===== config.mk =====
export PLATFORM = sky130hd
export DESIGN_NAME = rtlola_diff_freq_monitor
export DESIGN_NICKNAME = d
export VERILOG_FILES = /design/src/rtl/rtlola_diff_freq_monitor.sv
export SDC_FILE = /design/constraint.sdc
export NUM_CORES = 1
export LEC_CHECK = 0
export ABC_AREA = 1
export ABC_CLOCK_PERIOD_IN_PS = 6000
export BUFFER_PORTS_ARGS = -buffer_cell sky130_fd_sc_hd__clkbuf_2
export CORE_MARGIN = 8
export CORE_UTILIZATION = 40
export DETAILED_ROUTE_END_ITERATION = 12
export GPL_TIMING_DRIVEN = 0
export SETUP_SLACK_MARGIN = 0.05
export SYNTH_ARGS = -nofsm -noshare
export SYNTH_HDL_FRONTEND = slang
export SYNTH_SLANG_ARGS = --single-unit

===== constraint.sdc =====
create_clock -name clk -period 6 [get_ports clk]
set_input_delay 0.9 -clock clk [delete_from_list [all_inputs] [get_ports clk]]
set_output_delay 0.9 -clock clk [all_outputs]
set_load 0.01 [all_outputs]

===== src/rtl/rtlola_diff_freq_monitor.sv =====
// RTLola runtime monitor: one signed input stream a, periodic streams b, c, d at
// PERIOD_B / PERIOD_C / PERIOD_D cycles, all phased off a single hyperperiod counter.
module rtlola_diff_freq_monitor #(
   parameter int unsigned CLK_FREQ_HZ = 32'd100_000_000,
   parameter int unsigned PERIOD_B    = 32'd10_000,
   parameter int unsigned PERIOD_C    = 32'd20_000,
   parameter int unsigned PERIOD_D    = 32'd40_000
) (
   input  logic               clk,
   input  logic               rst,
   input  logic               en,
   input  logic signed [31:0] a,
   output logic               result_0,
   output logic signed [31:0] result_1,
   output logic signed [31:0] result_2,
   output logic signed [31:0] result_3,
   output logic signed [31:0] result_4
);

   localparam int unsigned CW = $clog2(PERIOD_D);
   localparam logic [CW-1:0] CNT_ONE = CW'(32'd1);
   localparam logic [CW-1:0] B_1ST   = CW'(PERIOD_B - 32'd1);
   localparam logic [CW-1:0] B_3RD   = CW'(32'd3 * PERIOD_B - 32'd1);
   localparam logic [CW-1:0] C_1ST   = CW'(PERIOD_C - 32'd1);
   localparam logic [CW-1:0] D_LAST  = CW'(PERIOD_D - 32'd1);

   generate
      if ((PERIOD_C != 32'd2 * PERIOD_B) || (PERIOD_D != 32'd2 * PERIOD_C) ||
          (PERIOD_B < 32'd2) || (CLK_FREQ_HZ == 32'd0)) begin : g_bad_params
         $error("rtlola_diff_freq_monitor: periods must satisfy D = 2C = 4B");
      end
   endgenerate

   logic [CW-1:0]      cnt;
   logic               tick_b;
   logic               tick_c;
   logic               tick_d;
   logic signed [31:0] c_next;
   logic signed [31:0] d_next;

   // Since PERIOD_D = 4*PERIOD_B, the modulo conditions reduce to fixed counter matches;
   // c and d see the freshly evaluated b (= a) within the same timestamp.
   always_comb begin
      tick_d = (cnt == D_LAST);
      tick_c = tick_d || (cnt == C_1ST);
      tick_b = tick_c || (cnt == B_1ST) || (cnt == B_3RD);
      c_next = result_3 + a;
      d_next = c_next + a;
   end

   // Hyperperiod counter and stream registers; result_3 doubles as c's offset(-1) history.
   always_ff @(posedge clk or negedge rst) begin
      if (!rst) begin
         cnt      <= {CW{1'b0}};
         result_0 <= 1'b0;
         result_1 <= 32'sd0;
         result_2 <= 32'sd0;
         result_3 <= 32'sd0;
         result_4 <= 32'sd0;
      end else if (en) begin
         cnt      <= tick_d ? {CW{1'b0}} : cnt + CNT_ONE;
         result_0 <= tick_b;
         result_1 <= a;
         if (tick_b) result_2 <= a;
         else        result_2 <= result_2;
         if (tick_c) result_3 <= c_next;
         else        result_3 <= result_3;
         if (tick_d) result_4 <= d_next;
         else        result_4 <= result_4;
      end else begin
         cnt      <= cnt;
         result_0 <= 1'b0;
         result_1 <= result_1;
         result_2 <= result_2;
         result_3 <= result_3;
         result_4 <= result_4;
      end
   end

endmodule


==> results of run 1 <==
-- path summary, 6_finish.rpt --
check | slack [ns] | to | from
worst max-delay path | 1.75 | result_4[31] | a[0]
worst min-delay path | 0.41 | cnt[6] | rst
worst max register to register | 1.95 | result_4[31] | result_3[0]
worst min register to register | 0.47 | result_1[4] | result_1[4]
max in group asynchronous | 4.74 | result_3[20] | rst
min in group clk | 0.47 | result_1[4] | result_1[4]
-- registers in the layout (all words and copies together) (netlist names) --
register	cells
result_0	1
cnt	16
result_1	32
result_4	32
result_3	32
result_2	32
-- cell families (layout without fill, tap and decap cells) --
| group | count (synthesis) | count (layout) | share of synthesized area |
|---|---|---|---|
| AOI/OAI and AO/OA | 220 | 220 | 0.1347 |
| xor gates and xnor gates | 40 | 40 | 0.03609 |
| adders and majority gates | 65 | 65 | 0.08533 |
| buffers and inverters | 184 | 378 | 0.07734 |
| DFF | 145 | 145 | 0.3738 |
| and+or+nand+nor | 665 | 665 | 0.2927 |
-- cells in the mapped netlist (2+ instances only) --
master	number	area, um2
a21boi_0	4	30.03
a21o_1	9	67.56
a21oi_1	79	395.4
a31oi_1	8	50.05
and2_1	8	50.05
buf_2	9	45.04
buf_4	5	37.54
buf_6	4	45.04
clkbuf_1	7	26.28
dfrtp_1	145	3628
fa_1	2	40.04
ha_1	63	788.3
inv_1	123	461.7
inv_2	35	131.4
nand2_1	400	1501
nand2_4	2	22.52
nand3_1	70	350.3
nand3b_1	6	45.04
nand4_1	11	68.82
nor2_1	99	371.6
nor3_1	18	90.09
nor3b_1	2	15.01
nor4_1	8	50.05
o211ai_1	2	15.01
o21a_1	6	45.04
o21ai_0	48	240.2
o21ai_1	22	110.1
o21ai_2	25	219.0
o21bai_1	10	75.07
o31ai_1	2	15.01
or2_1	5	31.28
or2_2	31	193.9
xnor2_1	20	175.2
xor2_1	20	175.2
-- power by group --
part | internal [mW] | leakage (nW) | switching [mW]
clock | 0.550 | 0.258 | 0.455
combinational | 0.178 | 4.29 | 0.342
sequential | 1.04 | 1.90 | 0.0499
total | 1.77 | 6.44 | 0.847
-- layer usage --
layer | global-route usage | share of wire | vias up | wire length (um)
met5 | 0 | 0 | - | 0
met4 | 0.04535 | 0.011 | 0 | 347
met3 | 0.03282 | 0.049 | 23 | 1541
met2 | 0.3510 | 0.46 | 233 | 14570
met1 | 0.3068 | 0.48 | 4288 | 15260
li1 | - | - | 4649 | -
-- final cells by class --
type | count | area, um2 | area share
clock buffers | 19 | 452.9 | 0.03939
flip-flops and latches | 145 | 3628 | 0.3156
multi-input cells | 990 | 5328 | 0.4634
plain buffers | 26 | 157.7 | 0.01371
repair buffers | 163 | 847.1 | 0.07367
inverters | 158 | 593.1 | 0.05158
well taps | 324 | 405.4 | 0.03526
clock inverters | 12 | 85.08 | 0.007400
==> flow_metrics.env, run 1 <==
export IMPL_status="completed"
export IMPL_area_growth_pct=18.45
export IMPL_start_kind="input pin"
export IMPL_htreeDepth=4
export IMPL_core_um2=24110
export IMPL_layout_commonest_cell="nand2_1"
export IMPL_hold_ws_ns=0.4096
export IMPL_path_delay_family="simple AND/OR/NAND/NOR gates"
export IMPL_syn_area_per_cell_um2=7.359
export IMPL_die_y_um=171.8
export IMPL_grt_pass1_wl_um=49490
export IMPL_insertion_delay_ns=0.43
export IMPL_rsz0062_at_grt="false"
export IMPL_drt_total_wl_um=31710
export IMPL_worstPathRequired_ns=6.31
export IMPL_routed_via_count=9193
export IMPL_fin_setup_tns_ns=0
export IMPL_critPathBufInv=5
export IMPL_finish_instance_area_um2=11500
export IMPL_ir_drop_mv=0.1214
export IMPL_drc=0
export IMPL_antennaDiodeCount=0
export IMPL_die_area_um2=29510
export IMPL_yosysSeqAreaShare=0.3738
export IMPL_dr_pass1_iters=6
export IMPL_root_buffer="clkbuf_16"
export IMPL_post_route_period_util=0.7089
export IMPL_tightestPinTransition_ns=0.7719
export IMPL_setup_worst_path_class="in -> reg"
export IMPL_leakage_nw=6.444
export IMPL_dpl_cell_area_um2=10960
export IMPL_synth_nets=1419
export IMPL_final_cell_count_no_fill=1837
export IMPL_ff2ff_path_depth=24
export IMPL_fmax_mhz=235.1
export IMPL_grt_max_degree=97
export IMPL_initial_core_util=0.4027
export IMPL_post_place_ws_ns=1.352
export IMPL_cts_tree="done"
export IMPL_crit_path_top_delay_cell="fa_1"
export IMPL_gp_congestion=0.9170
export IMPL_cpPeakStageDelay_ns=0.42
export IMPL_rows=57
export IMPL_numCtsBuffers=17
export IMPL_clk_pin_slew_ns=0.06
export IMPL_postLayoutCoreUtil=0.4770
export IMPL_maxSlewViolCount=0
export IMPL_worst_ep_arrival_time_ns=4.56
export IMPL_timing_hold_violations_final=0
export IMPL_antenna_found_initial=0
export IMPL_mostFrequentLayoutCells="nand2_1, clkbuf_2, dfrtp_1"
export IMPL_final_layout_size_suffix_gt1_frac=0.2056
export IMPL_cts_resized=0
export IMPL_overflow=0
export IMPL_die_w_um=171.8
export IMPL_via_per_inst=5.004
export IMPL_ys_ff_latch=145
export IMPL_yosys_warnings=0
export IMPL_critPathMostFrequentCell="nand2_1"
export IMPL_syn_cell_area_um2=9707
export IMPL_hpwlAfterDp_um=25290
export IMPL_async_reset_ff_frac=1.000
export IMPL_setup_viol=0
export IMPL_nFillCells=2535
export IMPL_fin_worst_skew_ns=0.01152
export IMPL_cp_end_kind="flip-flop"
export IMPL_final_net_count=1601
export IMPL_io_buffers=162
export IMPL_drt_initial_drc_count=716
export IMPL_p_total_mw=2.615
export IMPL_timing_slew_headroom=0.4854
export IMPL_grt_usage=0.2182
export IMPL_synth_edff_count=0
export IMPL_ctsLongestPathBuffers=2
export IMPL_grt_pass1_vias=8911
export IMPL_cp_num_cells=25
export IMPL_post_cts_setup_buffers=0
export IMPL_crit_fanout=5
export IMPL_synthFlopType="dfrtp_1"
export IMPL_power_density_nw_per_um2=227.4
export IMPL_cts_sinks=145
export IMPL_min_path_type="in -> async"
export IMPL_post_place_cells=1806
export IMPL_ys_types=45
export IMPL_ant_nets=0
export IMPL_cts_hold_buf=0
export IMPL_post_drt_wl_per_cell_um=17.26
export IMPL_worst_slack_ns=1.747
export IMPL_pin_count=164
export IMPL_min_period_ns=4.253
export IMPL_cap_violations=0
export IMPL_synth_cells=1319
Note: power is estimated with default switching activity, not from simulation.
==> inputs of run 2 (changes only) <==
--- a/config.mk
+++ b/config.mk
@@ -6,7 +6,7 @@
 export NUM_CORES = 1
 export LEC_CHECK = 0
 export ABC_AREA = 1
-export ABC_CLOCK_PERIOD_IN_PS = 6000
+export ABC_CLOCK_PERIOD_IN_PS = 3900
 export BUFFER_PORTS_ARGS = -buffer_cell sky130_fd_sc_hd__clkbuf_2
 export CORE_MARGIN = 8
 export CORE_UTILIZATION = 40
==> constraint.sdc (replaced) <==
create_clock -name clk -period 3.9 [get_ports clk]
set_input_delay 0.585 -clock clk [delete_from_list [all_inputs] [get_ports clk]]
set_output_delay 0.585 -clock clk [all_outputs]
set_load 0.01 [all_outputs]
==> flow_metrics.env, run 2 (synthesis gave the netlist of run 1 again) <==
export IMPL_cap_violations=0
export IMPL_post_route_period_util=0.9564
export IMPL_drt_total_wl_um=31760
export IMPL_die_y_um=171.8
export IMPL_grt_pass1_wl_um=49500
export IMPL_tightestPinTransition_ns=0.7795
export IMPL_post_place_ws_ns=-0.4331
export IMPL_start_kind="flip-flop"
export IMPL_dpl_cell_area_um2=10960
export IMPL_p_comb_frac=0.203
export IMPL_numCtsBuffers=17
export IMPL_path_delay_family="simple AND/OR/NAND/NOR gates"
export IMPL_area_growth_pct=20.51
export IMPL_status="completed"
export IMPL_drc=0
export IMPL_setup_viol=0
export IMPL_io_buffers=162
export IMPL_maxSlewViolCount=0
export IMPL_path_cells="ha_1, or2_1, nand2_1, nor2_1, nor2_2, o21ai_4, a21o_1, xnor2_1, inv_1, ha_1, a21oi_1, o21ai_0, a21oi_1, nand3_1, or2_2, nand3_1, nand2_1"
export IMPL_rows=57
export IMPL_min_path_type="in -> async"
export IMPL_cts_sinks=145
export IMPL_rsz0062_at_grt="true"
export IMPL_root_buffer="clkbuf_16"
export IMPL_initial_core_util=0.4027
export IMPL_sw_frac_of_total=0.3253
export IMPL_leakage_nw=6.472
export IMPL_die_w_um=171.8
export IMPL_timing_hold_violations_final=0
export IMPL_final_net_count=1606
export IMPL_drt_initial_drc_count=772
export IMPL_antenna_found_initial=0
export IMPL_fin_worst_skew_ns=0.01219
export IMPL_mostFrequentLayoutCells="nand2_1, clkbuf_2, dfrtp_1"
export IMPL_fmax_mhz=268.1
export IMPL_timing_slew_headroom=0.4803
export IMPL_power_density_nw_per_um2=345.9
export IMPL_grt_pass1_vias=8903
export IMPL_die_area_um2=29510
export IMPL_htreeDepth=4
export IMPL_post_drt_wl_per_cell_um=17.24
export IMPL_critPathBufInv=1
export IMPL_overflow=0
export IMPL_cp_end_kind="flip-flop"
export IMPL_worstPathRequired_ns=4.22
export IMPL_finish_instance_area_um2=11700
export IMPL_setup_worst_path_class="reg -> reg"
export IMPL_layout_commonest_cell="nand2_1"
export IMPL_ir_drop_mv=0.1876
export IMPL_clk_pin_slew_ns=0.07
export IMPL_ant_nets=0
export IMPL_r2r_start="result_3[2]"
export IMPL_intPower_mw=2.730
export IMPL_p_total_mw=4.047
export IMPL_gp_congestion=0.9170
export IMPL_final_layout_size_suffix_gt1_frac=0.2299
export IMPL_p_sw_mw=1.316
export IMPL_worst_slack_ns=0.1699
export IMPL_antennaDiodeCount=0
export IMPL_fin_setup_tns_ns=0
export IMPL_routed_via_count=9244
export IMPL_cts_tree="done"
export IMPL_seqPwrFrac=0.415
export IMPL_pin_count=164
export IMPL_worst_ep_arrival_time_ns=4.05
export IMPL_grt_max_degree=97
export IMPL_hpwlAfterDp_um=25290
export IMPL_grt_usage=0.2184
export IMPL_cp_num_cells=17
export IMPL_met3_usage=0.03282
export IMPL_p_clk_frac=0.383
export IMPL_min_period_ns=3.730
export IMPL_use_met2=0.3508
export IMPL_crit_path_top_delay_cell="dfrtp_1"
export IMPL_top_usage_layer="met2"
export IMPL_via_per_inst=5.018
export IMPL_core_um2=24110
export IMPL_cpPeakStageDelay_ns=0.40
export IMPL_postLayoutCoreUtil=0.4853
export IMPL_crit_start="result_3[2]"
export IMPL_dr_pass1_iters=5
export IMPL_use_met1=0.3073
export IMPL_ff2ff_path_depth=17
export IMPL_crit_fanout=4
export IMPL_insertion_delay_ns=0.43
export IMPL_ctsLongestPathBuffers=2
==> run 2: worst reg2reg max path, cell delays in order, from the launching register on <==
cell and delay, ns:
dfrtp_1 0.40, ha_1 0.32, or2_1 0.26, nand2_1 0.12
nor2_1 0.06, nor2_2 0.18, o21ai_4 0.10, a21o_1 0.18
xnor2_1 0.31, inv_1 0.09, ha_1 0.37, a21oi_1 0.30
o21ai_0 0.17, a21oi_1 0.20, nand3_1 0.13, or2_2 0.28
nand3_1 0.08, nand2_1 0.05
==> run 2: final timing paths <==
kind                                      to  slack [ns]
worst max register to register  result_4[24]        0.17
max in group asynchronous       result_3[26]        2.99
min in group clk                 result_1[0]        0.45
worst min register to register   result_1[4]        0.47
worst min-delay path                  cnt[6]        0.09
worst max-delay path            result_4[24]        0.17
==> run 2: what timing repair did <==
action / CTS / global route
hold buffers: 0 / 0
resized for setup: 6 / 32
pin swaps: 2 / 4
endpoints found under the setup margin: 4 / 16
setup buffers: 0 / 5
==> run 2: stage by stage <==
step	hold slack (ns)	instances
3_3_place_gp	0.4534	1805
4_1_cts	0.09867	1837
3_5_place_dp	0.4573	1806
2_1_floorplan	0.2894	1319
5_1_grt	0.1100	1842
6_report	0.09122	1842
==> run 2: power by group through the flow <==
stage	logic (mW)	registers, mW	clock network, mW
6_report	0.820	1.68	1.55
5_1_grt	0.922	1.69	1.65
4_1_cts	0.805	1.68	1.58
3_5_place_dp	0.799	1.70	0
3_3_place_gp	0.789	1.71	0
2_1_floorplan	0.482	1.72	0
==> run 2: area by class of cell <==
type / count / area, um2
buffer: 26 / 157.7
timing repair buffer: 168 / 884.6
clock inverter: 12 / 85.08
tap: 324 / 405.4
clock buffer: 19 / 452.9
multi-input combinational: 990 / 5490
fill: 2516 / 12410
inverter: 158 / 593.1
sequential: 145 / 3628
==> run 2: routing by layer <==
layer | wire, um | share of wire
met3 | 1348 | 0.042
met4 | 365 | 0.011
met1 | 15420 | 0.49
met2 | 14630 | 0.46
met5 | 0 | 0
